**src/rtl/pipelined_remult_pkg.sv**
```systemverilog
// pipelined_remult shared types: per-stage bundle and widths.
// REMULT_CHECK_EN adds the expected field to stage_t.
package pipelined_remult_pkg;

  localparam int DIVIDEND_W = 16;
  localparam int DIVISOR_W  = 8;
  localparam int ACC_W      = DIVIDEND_W + DIVISOR_W;

  typedef struct packed {
    logic                  valid;
    logic [DIVIDEND_W-1:0] quotient;
    logic [DIVISOR_W-1:0]  divisor;
    logic [ACC_W-1:0]      acc;
    logic                  dbz;
    logic                  range_err;
`ifdef REMULT_CHECK_EN
    logic [DIVIDEND_W-1:0] expected;
`endif
  } stage_t;

endpackage

```
**src/rtl/pipelined_remult_if.sv**
```systemverilog
// pipelined_remult bus: triple in (in_valid, quotient, divisor,
// remainder, expected), result out (out_valid, dividend, flags).
interface pipelined_remult_if #(
  parameter int DIVIDEND = 16,
  parameter int DIVISOR  = 8
);
  logic                        in_valid;
  logic [DIVIDEND-1:0]         quotient;
  logic [DIVISOR-1:0]          divisor;
  logic [DIVISOR-1:0]          remainder;
  logic [DIVIDEND-1:0]         expected;
  logic                        out_valid;
  logic [DIVIDEND+DIVISOR-1:0] dividend;
  logic                        dbz;
  logic                        range_err;
  logic                        ovf;
  logic                        mismatch;
  logic [31:0]                 err_count;

  modport master (
    output in_valid, quotient, divisor,
    output remainder, expected,
    input  out_valid, dividend, dbz,
    input  range_err, ovf, mismatch,
    input  err_count
  );

  modport slave (
    input  in_valid, quotient, divisor,
    input  remainder, expected,
    output out_valid, dividend, dbz,
    output range_err, ovf, mismatch,
    output err_count
  );
endinterface

```
**src/rtl/pipelined_remult_stage.sv**
```systemverilog
// One shift-add stage: acc += divisor[BIT] ? quotient << BIT : 0.
// Ports: clock, reset_n, up (previous stage), dn (registered result).
module pipelined_remult_stage
  import pipelined_remult_pkg::*;
#(
  parameter int BIT = 0
) (
  input  logic   clock,
  input  logic   reset_n,
  input  stage_t up,
  output stage_t dn
);

  stage_t nxt;

  always_comb begin
    nxt = up;
    if (up.divisor[BIT])
      nxt.acc = up.acc + (ACC_W'(up.quotient) << BIT);
  end

  // bubbles only move the valid bit; data holds
  always_ff @(posedge clock or negedge reset_n) begin
    if (!reset_n)
      dn <= '0;
    else if (up.valid)
      dn <= nxt;
    else
      dn.valid <= 1'b0;
  end

endmodule

```
**src/rtl/pipelined_remult.sv**
```systemverilog
// Rebuilds dividend = quotient*divisor + remainder, 1/clk, DIVISOR lat.
// Ports: clock, reset_n, io (slave). Macro REMULT_CHECK_EN: compare.
module pipelined_remult
  import pipelined_remult_pkg::*;
#(
  parameter int DIVIDEND = DIVIDEND_W,
  parameter int DIVISOR  = DIVISOR_W
) (
  input logic               clock,
  input logic               reset_n,
  pipelined_remult_if.slave io
);

  stage_t s [DIVISOR+1];
  stage_t head;
  stage_t fin;

  always_comb begin
    head           = '0;
    head.valid     = io.in_valid;
    head.quotient  = io.quotient;
    head.divisor   = io.divisor;
    head.acc       = ACC_W'(io.remainder);
    head.dbz       = (io.divisor == '0);
    head.range_err = (io.divisor != '0) &&
                     (io.remainder >= io.divisor);
`ifdef REMULT_CHECK_EN
    head.expected  = io.expected;
`endif
  end

  always_ff @(posedge clock or negedge reset_n) begin
    if (!reset_n)
      s[0] <= '0;
    else if (io.in_valid)
      s[0] <= head;
    else
      s[0].valid <= 1'b0;
  end

  for (genvar k = 0; k < DIVISOR; k++) begin : g_stage
    pipelined_remult_stage #(.BIT(k)) u_stage (
      .clock   (clock),
      .reset_n (reset_n),
      .up      (s[k]),
      .dn      (s[k+1])
    );
  end

  assign fin          = s[DIVISOR];
  assign io.out_valid = fin.valid;
  assign io.dividend  = fin.acc;
  assign io.dbz       = fin.dbz;
  assign io.range_err = fin.range_err;
  assign io.ovf       = |fin.acc[ACC_W-1:DIVIDEND];

`ifdef REMULT_CHECK_EN
  logic        mis;
  logic        room;
  logic [31:0] err_q;

  assign mis  = fin.valid && !fin.dbz &&
                (fin.acc != ACC_W'(fin.expected));
  assign room = (err_q != '1);

  // err_count shows the bump in the offending result's own cycle
  always_ff @(posedge clock or negedge reset_n) begin
    if (!reset_n)
      err_q <= '0;
    else if (mis && room)
      err_q <= err_q + 32'd1;
  end

  assign io.mismatch  = mis;
  assign io.err_count = (mis && room) ? err_q + 32'd1 : err_q;

  logic unused_tail;
  assign unused_tail = ^{fin.quotient, fin.divisor};
`else
  assign io.mismatch  = 1'b0;
  assign io.err_count = '0;

  logic unused_tail;
  assign unused_tail = ^{fin.quotient, fin.divisor, io.expected};
`endif

endmodule

```
**src/flat_wrapper.sv**
```systemverilog
// flat-port wrapper written by rule: the top's interface ports become plain ports
module pipelined_remult_flat import pipelined_remult_pkg::*;
#(
  parameter int DIVIDEND = DIVIDEND_W,
  parameter int DIVISOR  = DIVISOR_W
)
  (clock, reset_n, io_in_valid, io_quotient, io_divisor, io_remainder, io_expected, io_out_valid, io_dividend, io_dbz, io_range_err, io_ovf, io_mismatch, io_err_count);
  pipelined_remult_if #(.DIVIDEND(DIVIDEND), .DIVISOR(DIVISOR)) io_i ();
  input logic clock;
  input logic reset_n;
  input wire logic [$bits(io_i.in_valid)-1:0] io_in_valid;
  input wire logic [$bits(io_i.quotient)-1:0] io_quotient;
  input wire logic [$bits(io_i.divisor)-1:0] io_divisor;
  input wire logic [$bits(io_i.remainder)-1:0] io_remainder;
  input wire logic [$bits(io_i.expected)-1:0] io_expected;
  output wire logic [$bits(io_i.out_valid)-1:0] io_out_valid;
  output wire logic [$bits(io_i.dividend)-1:0] io_dividend;
  output wire logic [$bits(io_i.dbz)-1:0] io_dbz;
  output wire logic [$bits(io_i.range_err)-1:0] io_range_err;
  output wire logic [$bits(io_i.ovf)-1:0] io_ovf;
  output wire logic [$bits(io_i.mismatch)-1:0] io_mismatch;
  output wire logic [$bits(io_i.err_count)-1:0] io_err_count;
  assign io_i.in_valid = io_in_valid;
  assign io_i.quotient = io_quotient;
  assign io_i.divisor = io_divisor;
  assign io_i.remainder = io_remainder;
  assign io_i.expected = io_expected;
  assign io_out_valid = io_i.out_valid;
  assign io_dividend = io_i.dividend;
  assign io_dbz = io_i.dbz;
  assign io_range_err = io_i.range_err;
  assign io_ovf = io_i.ovf;
  assign io_mismatch = io_i.mismatch;
  assign io_err_count = io_i.err_count;
  pipelined_remult #(.DIVIDEND(DIVIDEND), .DIVISOR(DIVISOR)) u_core (.clock(clock), .reset_n(reset_n), .io(io_i));
endmodule
```
**config.mk**
```make
export PLATFORM = sky130hd
export DESIGN_NAME = pipelined_remult_flat
export DESIGN_NICKNAME = d
export VERILOG_FILES = /design/src/rtl/pipelined_remult_pkg.sv /design/src/rtl/pipelined_remult_if.sv /design/src/rtl/pipelined_remult_stage.sv /design/src/rtl/pipelined_remult.sv /design/src/flat_wrapper.sv
export SDC_FILE = /design/constraint.sdc
export NUM_CORES = 1
export LEC_CHECK = 0
export CAP_MARGIN = 20
export CORE_UTILIZATION = 34
export DETAILED_ROUTE_END_ITERATION = 10
export PLACE_DENSITY = 0.52
export SYNTH_ARGS = -nofsm -noshare
export SYNTH_HDL_FRONTEND = slang
export SYNTH_HIERARCHICAL = 1
export SYNTH_SLANG_ARGS = --single-unit
```
**constraint.sdc**
```tcl
create_clock -name clock -period 2.6 [get_ports clock]
set_input_delay 0.39 -clock clock [delete_from_list [all_inputs] [get_ports clock]]
set_output_delay 0.39 -clock clock [all_outputs]
set_load 0.02 [all_outputs]
```
After elaboration in Yosys (flattened, before gate mapping):

Index checks and enable logic that the tools add are counted.

* register bits after elaboration: 419
* input bits: 51
* output and inout port bits: 61
* word-level logic and storage cells: 82

* add/subtract/negate cells: 8
* order comparisons: 1
* multiplexer cells: 17
* reductions and logical operators: 4

Operator list (count)
* 24-bit 2-to-1 mux: 7
* 24-bit by 17-bit adder with 24-bit output: 1
* 24-bit by 18-bit adder with 24-bit output: 1
* 24-bit by 19-bit adder with 24-bit output: 1
* 24-bit by 20-bit adder with 24-bit output: 1
* 24-bit by 21-bit adder with 24-bit output: 1
* 24-bit by 22-bit adder with 24-bit output: 1
* 24-bit by 23-bit adder with 24-bit output: 1
* 8-bit by 16-bit adder with 17-bit output: 1
* 17-bit 2-to-1 mux: 1
* 1-bit 2-to-1 mux: 9
* 8-bit greater-or-equal comparator: 1
* 8-bit zero test: 1
* 8-bit nonzero test: 1
* 8-bit OR reduction: 1
* 1-bit logical AND: 1

Depth between registers and ports, before layout:

* depth after elaboration: 2
* depth in mapped cells: 10
* depth with buffers taken out: 10

Cells and area by module:

Netlist, hierarchy kept.

Modules (own cells, without submodules)
* pipelined_remult_stage at u_core.g_stage[1].u_stage: instances 1, cells each 313, area each 3159.3 um^2, seq. area each 1276.2 um^2
* pipelined_remult_stage at u_core.g_stage[0].u_stage: instances 1, cells each 314, area each 3109.2 um^2, seq. area each 1276.2 um^2
* pipelined_remult_stage at u_core.g_stage[2].u_stage: instances 1, cells each 282, area each 2979.1 um^2, seq. area each 1276.2 um^2
* pipelined_remult_stage at u_core.g_stage[3].u_stage: instances 1, cells each 272, area each 2934.1 um^2, seq. area each 1276.2 um^2
* pipelined_remult_stage at u_core.g_stage[5].u_stage: instances 1, cells each 275, area each 2919.0 um^2, seq. area each 1276.2 um^2
* pipelined_remult_stage at u_core.g_stage[4].u_stage: instances 1, cells each 273, area each 2845.2 um^2, seq. area each 1276.2 um^2
* pipelined_remult_stage at u_core.g_stage[6].u_stage: instances 1, cells each 259, area each 2816.5 um^2, seq. area each 1276.2 um^2
* pipelined_remult_stage at u_core.g_stage[7].u_stage: instances 1, cells each 255, area each 2812.7 um^2, seq. area each 1276.2 um^2
* pipelined_remult: instances 1, cells each 141, area each 1750.4 um^2, seq. area each 875.8 um^2

Worst setup path after synthesis:

No wires, ideal clock.

* path kind: register to register
* from: register u_core/g_stage[1].u_stage/dn[4] in the netlist's numbering
* to: register u_core/g_stage[2].u_stage/dn[22] in the netlist's numbering
* library setup time: 124 ps
* data arrival time: 2430 ps
* data required time: 2476 ps
* setup slack: 46 ps
* stages on the path, launching flop included: 9
* buffers on the path: 0
* period minus slack after synthesis: 2554 ps
* cells stage by stage: dfrtp_1 -> ha_1 -> fa_1 -> a21o_1 -> a221oi_1 -> o211ai_1 -> a31oi_1 -> o22ai_1 -> a211o_1

* longest elaborated chain between the ends: 2

RTL lines
* from (decl): RTL line pipelined_remult_stage.sv:11 `output stage_t dn`
* from (signal assigned): RTL line pipelined_remult_stage.sv:27 `dn <= nxt;`
* 24-bit by 18-bit adder with 24-bit output: RTL line pipelined_remult_stage.sv:19 `nxt.acc = up.acc + (ACC_W'(up.quotient) << BIT);`
* 24-bit 2-to-1 mux: RTL line pipelined_remult_stage.sv:18 `if (up.divisor[BIT])`
* to (signal assigned): RTL line pipelined_remult_stage.sv:27
* to (decl): RTL line pipelined_remult_stage.sv:11

No other way between the ends.
A chain may end at the register's enable or synchronous reset.

Final worst setup path:

* from: register u_core/g_stage[1].u_stage/dn[8] in the netlist's numbering
* to: register u_core/g_stage[2].u_stage/dn[17] in the netlist's numbering

The elaborated chain is that of the path after synthesis.

==> run summary <==
Compared with the post-synthesis result, the final layout area differs by 15.7%. Synthesis handed over a netlist of 2271 instances. The CTS buffer count is 46. The number of placement rows came out at 95.

Dividing the synthesized area by the synthesized cell count gives 10.3 um2. The violation count after the first detailed-route iteration is 939. The first detailed-routing pass took 5 iterations.

The classification of the worst setup path is flip-flop to flip-flop. The slew at the pin closest to its max-slew limit came out at 0.695 ns. Dividing the detail-routed wire length by the instance count gives 17.7 um. The initial utilization of the core area, before any placement, comes to 34.6%.

The net count of the finished layout is 2581. The maximum clock frequency is 392 MHz. The via density per instance came out at 5.26. The mapped netlist covers ~0.023 mm2.

The final-report setup violation count came out at 0. The leakage power summed over all cells came out at 11.7 nW. The total area inside the core boundary comes to 0.0678 mm2. The vertical extent of the die came out at 265 um. The utilization after layout came out at 40.1%. The width of the die came out at 265 um. The clock tree from TritonCTS is done. The max-capacitance violation count came out at 0. After detailed placement, the design holds a cell count of 3197. The aggregate global-route resource usage is ~17%. The congestion estimate from routability-driven global placement came to 0.866. The number of global-route vias before repair is 17600. The number of nets still failing antenna checks after routing is 0.

The run finished with clean final reports. CTS placed an instance of clkbuf_16 at the clock tree root. The post-route non-filler standard cell count is 3297. At the worst endpoint, the required time is 3.09 ns. The count of yosys warnings during synthesis came out at 6. Headroom to the max-slew limit came out at between 50% and 60%. After clock tree synthesis, the clock-pin slew on the worst setup and hold paths is 0.06 ns. STA classifies the critical path endpoint as a flip-flop. The clock reaches the later pin of the worst-skew pair after 0.58 ns.

Of the cells placed in the final design, the portion with a size suffix greater than 1 is 19.1%. The largest net degree at the start of global routing came out at 89. The total of fill cells in the finished design came out at 6599.

The number of diodes is 0. The maximum vdd ir drop came out at roughly 0.57 mV. The DRC violation count after routing is 0. The worst setup path is launched from a flip-flop. The slowest stage of the critical path is the dfrtp_1 cell. The vias after detailed routing came out at ~17000.

The path class of the tightest hold or removal check is input pin to flip-flop. The maximum fanout along the worst path is 5. The critical path data arrival time came out at 3.03 ns. The first global-routing pass estimated approximately 96000 um of wire.

The initial antenna violation count was 0. The count of pins over their slew limit came to 0. The post-route clock period utilization is 98.0%.

112 I/O pins were placed. The final critical path time including I/O delays and setup is 2.55 ns. The die footprint came out at 0.0700 mm2. The final count of hold timing violations came out at 0. The clock passes through at most 3 buffers.

The delay of the slowest cell on the worst path came out at 0.42 ns. The number of H-tree branching levels came out at 2. The detailed-route wire length came out at 58200 um. The detailed placement HPWL is 43600 um. The total grt overflow is 0. For the final database, setup skew stands at 0.0274 ns. For this design the ratio of total power to cell area is ~1200 mW/mm2. The tree built by TritonCTS fans out to 391 sinks.

The number of I/O port buffers is 62. Setup repair after global routing could not meet its margin everywhere. Walking the worst path, the cells encountered are ha_4 -> a21o_1 -> a31o_1 -> o41a_4 -> a2111oi_4 -> buf_4 -> nor2_4 -> nand3b_1 -> a31oi_1.
==> final cells by class <==
cell class	instances	area [um2]	share of cell area, %
multi-input combinational	1750	13100	48.4
sequential	391	9790	36.1
clock buffer	71	1390	5.11
timing repair buffer	135	1300	4.78
tap	873	1090	4.02
inverter	62	233	0.857
clock inverter	15	201	0.742
==> critical path: cells and delay by family, from the launching register on <==
kind / cells / cell delay [ns]
buffers and inverters: 1 / 0.19
adders and majority gates: 1 / 0.28
and+or+nand+nor: 2 / 0.25
DFF: 1 / 0.42
AOI/OAI and AO/OA: 5 / 1.31
==> placed cells by master, fill, tap and decap left out, drive strengths merged, types with 10 or more instances in the layout <==
cell and instances:
a211oi 11, a21o 51, a21oi 212, a31oi 62, and3 26, buf 74, clkbuf 71, clkdlybuf4s50 60
clkinv 13, conb 77, dfrtp 391, ha 136, inv 60, mux2 229, mux2i 72, nand2 103
nand2b 13, nand3 71, nand3b 10, nand4 32, nor2 161, nor2b 54, nor3 23, o211ai 18
o21a 24, o21ai 99, o221ai 11, or3 23, xnor2 62, xor2 28
==> what timing repair did <==
action                                  CTS  global route
hold buffers                              1             0
pin swaps                                 4            21
endpoints found under the setup margin    5            28
resized for setup                         1            26
buffers inserted                          0            13
endpoints found under the hold margin    39             0
==> flip-flops by register name, indices dropped and copies added (netlist names) <==
| signal | count |
|---|---|
| u_core/g_stage.u_stage/dn | 356 |
| u_core/s | 35 |
==> metrics by stage <==
stage | setup WS [ns] | TNS [ns] | area [um2] | total power, mW | hold WS [ns]
final | 0.0520 | 0 | 27100 | 33.0 | 0.279
after CTS | 0.00422 | 0 | 26900 | 32.9 | 0.256
after global placement | -0.0680 | -0.165 | 25300 | 25.6 | 0.372
after floorplan | 0.0464 | 0 | 23700 | 21.5 | 0.0944
after detailed placement | -0.0394 | -0.0558 | 25300 | 25.9 | 0.375
after global routing | -0.0830 | -0.138 | 27100 | 35.6 | 0.277
==> power breakdown <==
group / internal, mW / total, mW / switching, mW
Combinational: 7.50 / 16.1 / 8.63
Clock: 4.07 / 6.71 / 2.64
Sequential: 8.09 / 10.2 / 2.07
Total: 19.7 / 33.0 / 13.3
==> path summary, 6_finish.rpt <==
| check | start | endpoint | slack [ns] | cells after the start |
|---|---|---|---|---|
| setup / recovery | u_core/g_stage[1].u_stage/dn[8] | u_core/g_stage[2].u_stage/dn[17] | 0.05 | 9 |
| hold / removal | io_in_valid | u_core/s[458] | 0.28 | 2 |
| setup reg to reg | u_core/g_stage[1].u_stage/dn[8] | u_core/g_stage[2].u_stage/dn[17] | 0.05 | 9 |
| hold reg to reg | u_core/g_stage[4].u_stage/dn[0] | u_core/g_stage[4].u_stage/dn[0] | 0.50 | 1 |
| max in group asynchronous | reset_n | u_core/s[457] | 1.49 | 3 |
| min in group asynchronous | reset_n | u_core/g_stage[2].u_stage/dn[9] | 0.38 | 2 |
==> routing by layer <==
| layer | global-route usage, % | part of all wire (%) | wire (um) | vias to the layer above |
|---|---|---|---|---|
| li1 | - | - | - | 8469 |
| met5 | 0 | 0 | 0 | - |
| met2 | 29.5 | 50 | 29000 | 325 |
| met1 | 21.7 | 44 | 25900 | 8441 |
| met4 | 5.37 | 2.7 | 1550 | 0 |
| met3 | 1.92 | 3.1 | 1810 | 96 |
Power figures use the tool's default switching activity.
==> edit (same flow settings) <==
The package constant `DIVIDEND_W` goes from 16 to 14.
--- a/src/rtl/pipelined_remult_pkg.sv
+++ b/src/rtl/pipelined_remult_pkg.sv
@@ -4,3 +4,3 @@
 
-  localparam int DIVIDEND_W = 16;
+  localparam int DIVIDEND_W = 14;
   localparam int DIVISOR_W  = 8;
Ports: changed (resized io_dividend, io_expected and io_quotient); port bits go from 112 to 106. No check against the original RTL was run, so the function may have changed too.
==> edit against the original RTL <==
  * Sequential cell count decreased by 32
  * Wire length decreased by 11%
  * Design area decreased by 10%
  * Synthesized area decreased by 9.8%
  * Power decreased by 12%
  * Worst setup slack improved by 43 ps
  * Clock skew decreased by 7.2 ps
  * Worst hold slack improved by 24 ps
  * Critical path type unchanged
  * Critical endpoint is now u_core/g_stage[5].u_stage/dn[19]
==> edit: results (changes against the original RTL) <==
[run_status]
status=finished clean

[min_path]
hold_path.class=in2async

[grt]
grtUsageMet3_pct=2.001  ; +0.079 points
gr-usage-met1_pct=20.81  ; -0.84 points
grt_pass1_wl_microns=85500  ; -11%
grt_use_total_pct=16.80  ; -0.061 points
antenna_found_initial=0  ; unchanged
grtUsageMet2_pct=29.98  ; +0.48 points
grt_pass1_vias=15720  ; -11%
grt_max_degree=75  ; -16%

[cts]
cts_buffer_depth=3  ; unchanged
clkTransAtPathRegs_ps=60  ; about the same
cts_buffers=43  ; -6.5%
ctsRootBufferMaster=clkbuf_16
clk_latency_ps=580  ; about the same
cts_max_level=2  ; unchanged

[detailed_routing]
route.met3.wl_microns=1408  ; -22%
routed_wl_microns=51990  ; -11%
routed.top_layer=met4
viasPerCell=5.116  ; -2.7%
wl_met1_microns=22990  ; -11%
dr.pass1.iters=7  ; +2
met2WireLength_microns=26010  ; -10%
drtIter0Drc=880  ; -6.3%

[critical_path]
r2r_cells=7  ; -2
endpoint=u_core/g_stage[5].u_stage/dn[19]
startpoint=u_core/g_stage[4].u_stage/dn[7]
critPathMaxStageDelay_ps=400  ; -20 ps
cpMaxStageDelayCell=fa_1
regToRegSetupSlack_ps=90  ; +40 ps
critPathTopFamily=compound AO/OA/AOI/OAI gates
cp_max_fo=3  ; -2
cp.arrival_ps=2950  ; -80 ps

[logic_synthesis]
ys_warn_count=6  ; unchanged

[power]
p_int_w=0.01747  ; -11%
irDropWorstVdd_mv=0.4851  ; -15%
p_seq_w=0.00920  ; -9.8%
power_frac_clock_pct=22.0  ; +1.7 points
leakage_nw=10.38  ; -11%

[layout]
nets=2305  ; -11%
drive_gt1_share_pct=18.81  ; -0.29 points
fillCellCount=5998  ; -9.1%
antenna_cells=0  ; unchanged
reg_top3=u_core/g_stage.u_stage/dn (326), u_core/s (33)

[timing]
skew_ps=20.13  ; -7.233 ps
fin_crit_sh_pct=96.37  ; -1.6 points
tightest_slew_ps=605.9  ; -88.78 ps

[placed_design]
dp_slack_ps=76.15  ; +115.5 ps
dp_hpwl_microns=39190  ; -10%
port_buffers=58  ; -6.5%
gp_congestion=0.8723  ; +0.79%

-- edit: cell type report --
| type | count | share of cell area [%] |
|---|---|---|
| tap | 837 | 4.293 |
| inverter | 70 | 1.077 |
| multi-input combinational | 1551 | 47.31 |
| clock buffer | 51 | 4.822 |
| sequential | 359 | 36.87 |
| timing repair buffer | 105 | 4.216 |
| clock inverter | 28 | 1.416 |
-- edit: per-stage QoR --
stage	area (sq um)	std cells	hold slack (ps)	utilization, %	total power (W)
6_report	24390	3001	302.5	39.60	0.02913
3_5_place_dp	22830	2919	292.8	37.06	0.02276
4_1_cts	24360	2999	278.0	39.55	0.02938
5_1_grt	24390	3001	294.1	39.60	0.03145
2_1_floorplan	21430	2105	94.41	-	0.01904
3_3_place_gp	22830	2919	293.0	37.06	0.02249
-- edit: timing repair --
action | CTS | global route
endpoints found under the setup margin | 0 | 8
endpoints found under the hold margin | 25 | 0
resized for setup | 0 | 5
buffers inserted | 0 | 2
hold buffers | 1 | 0
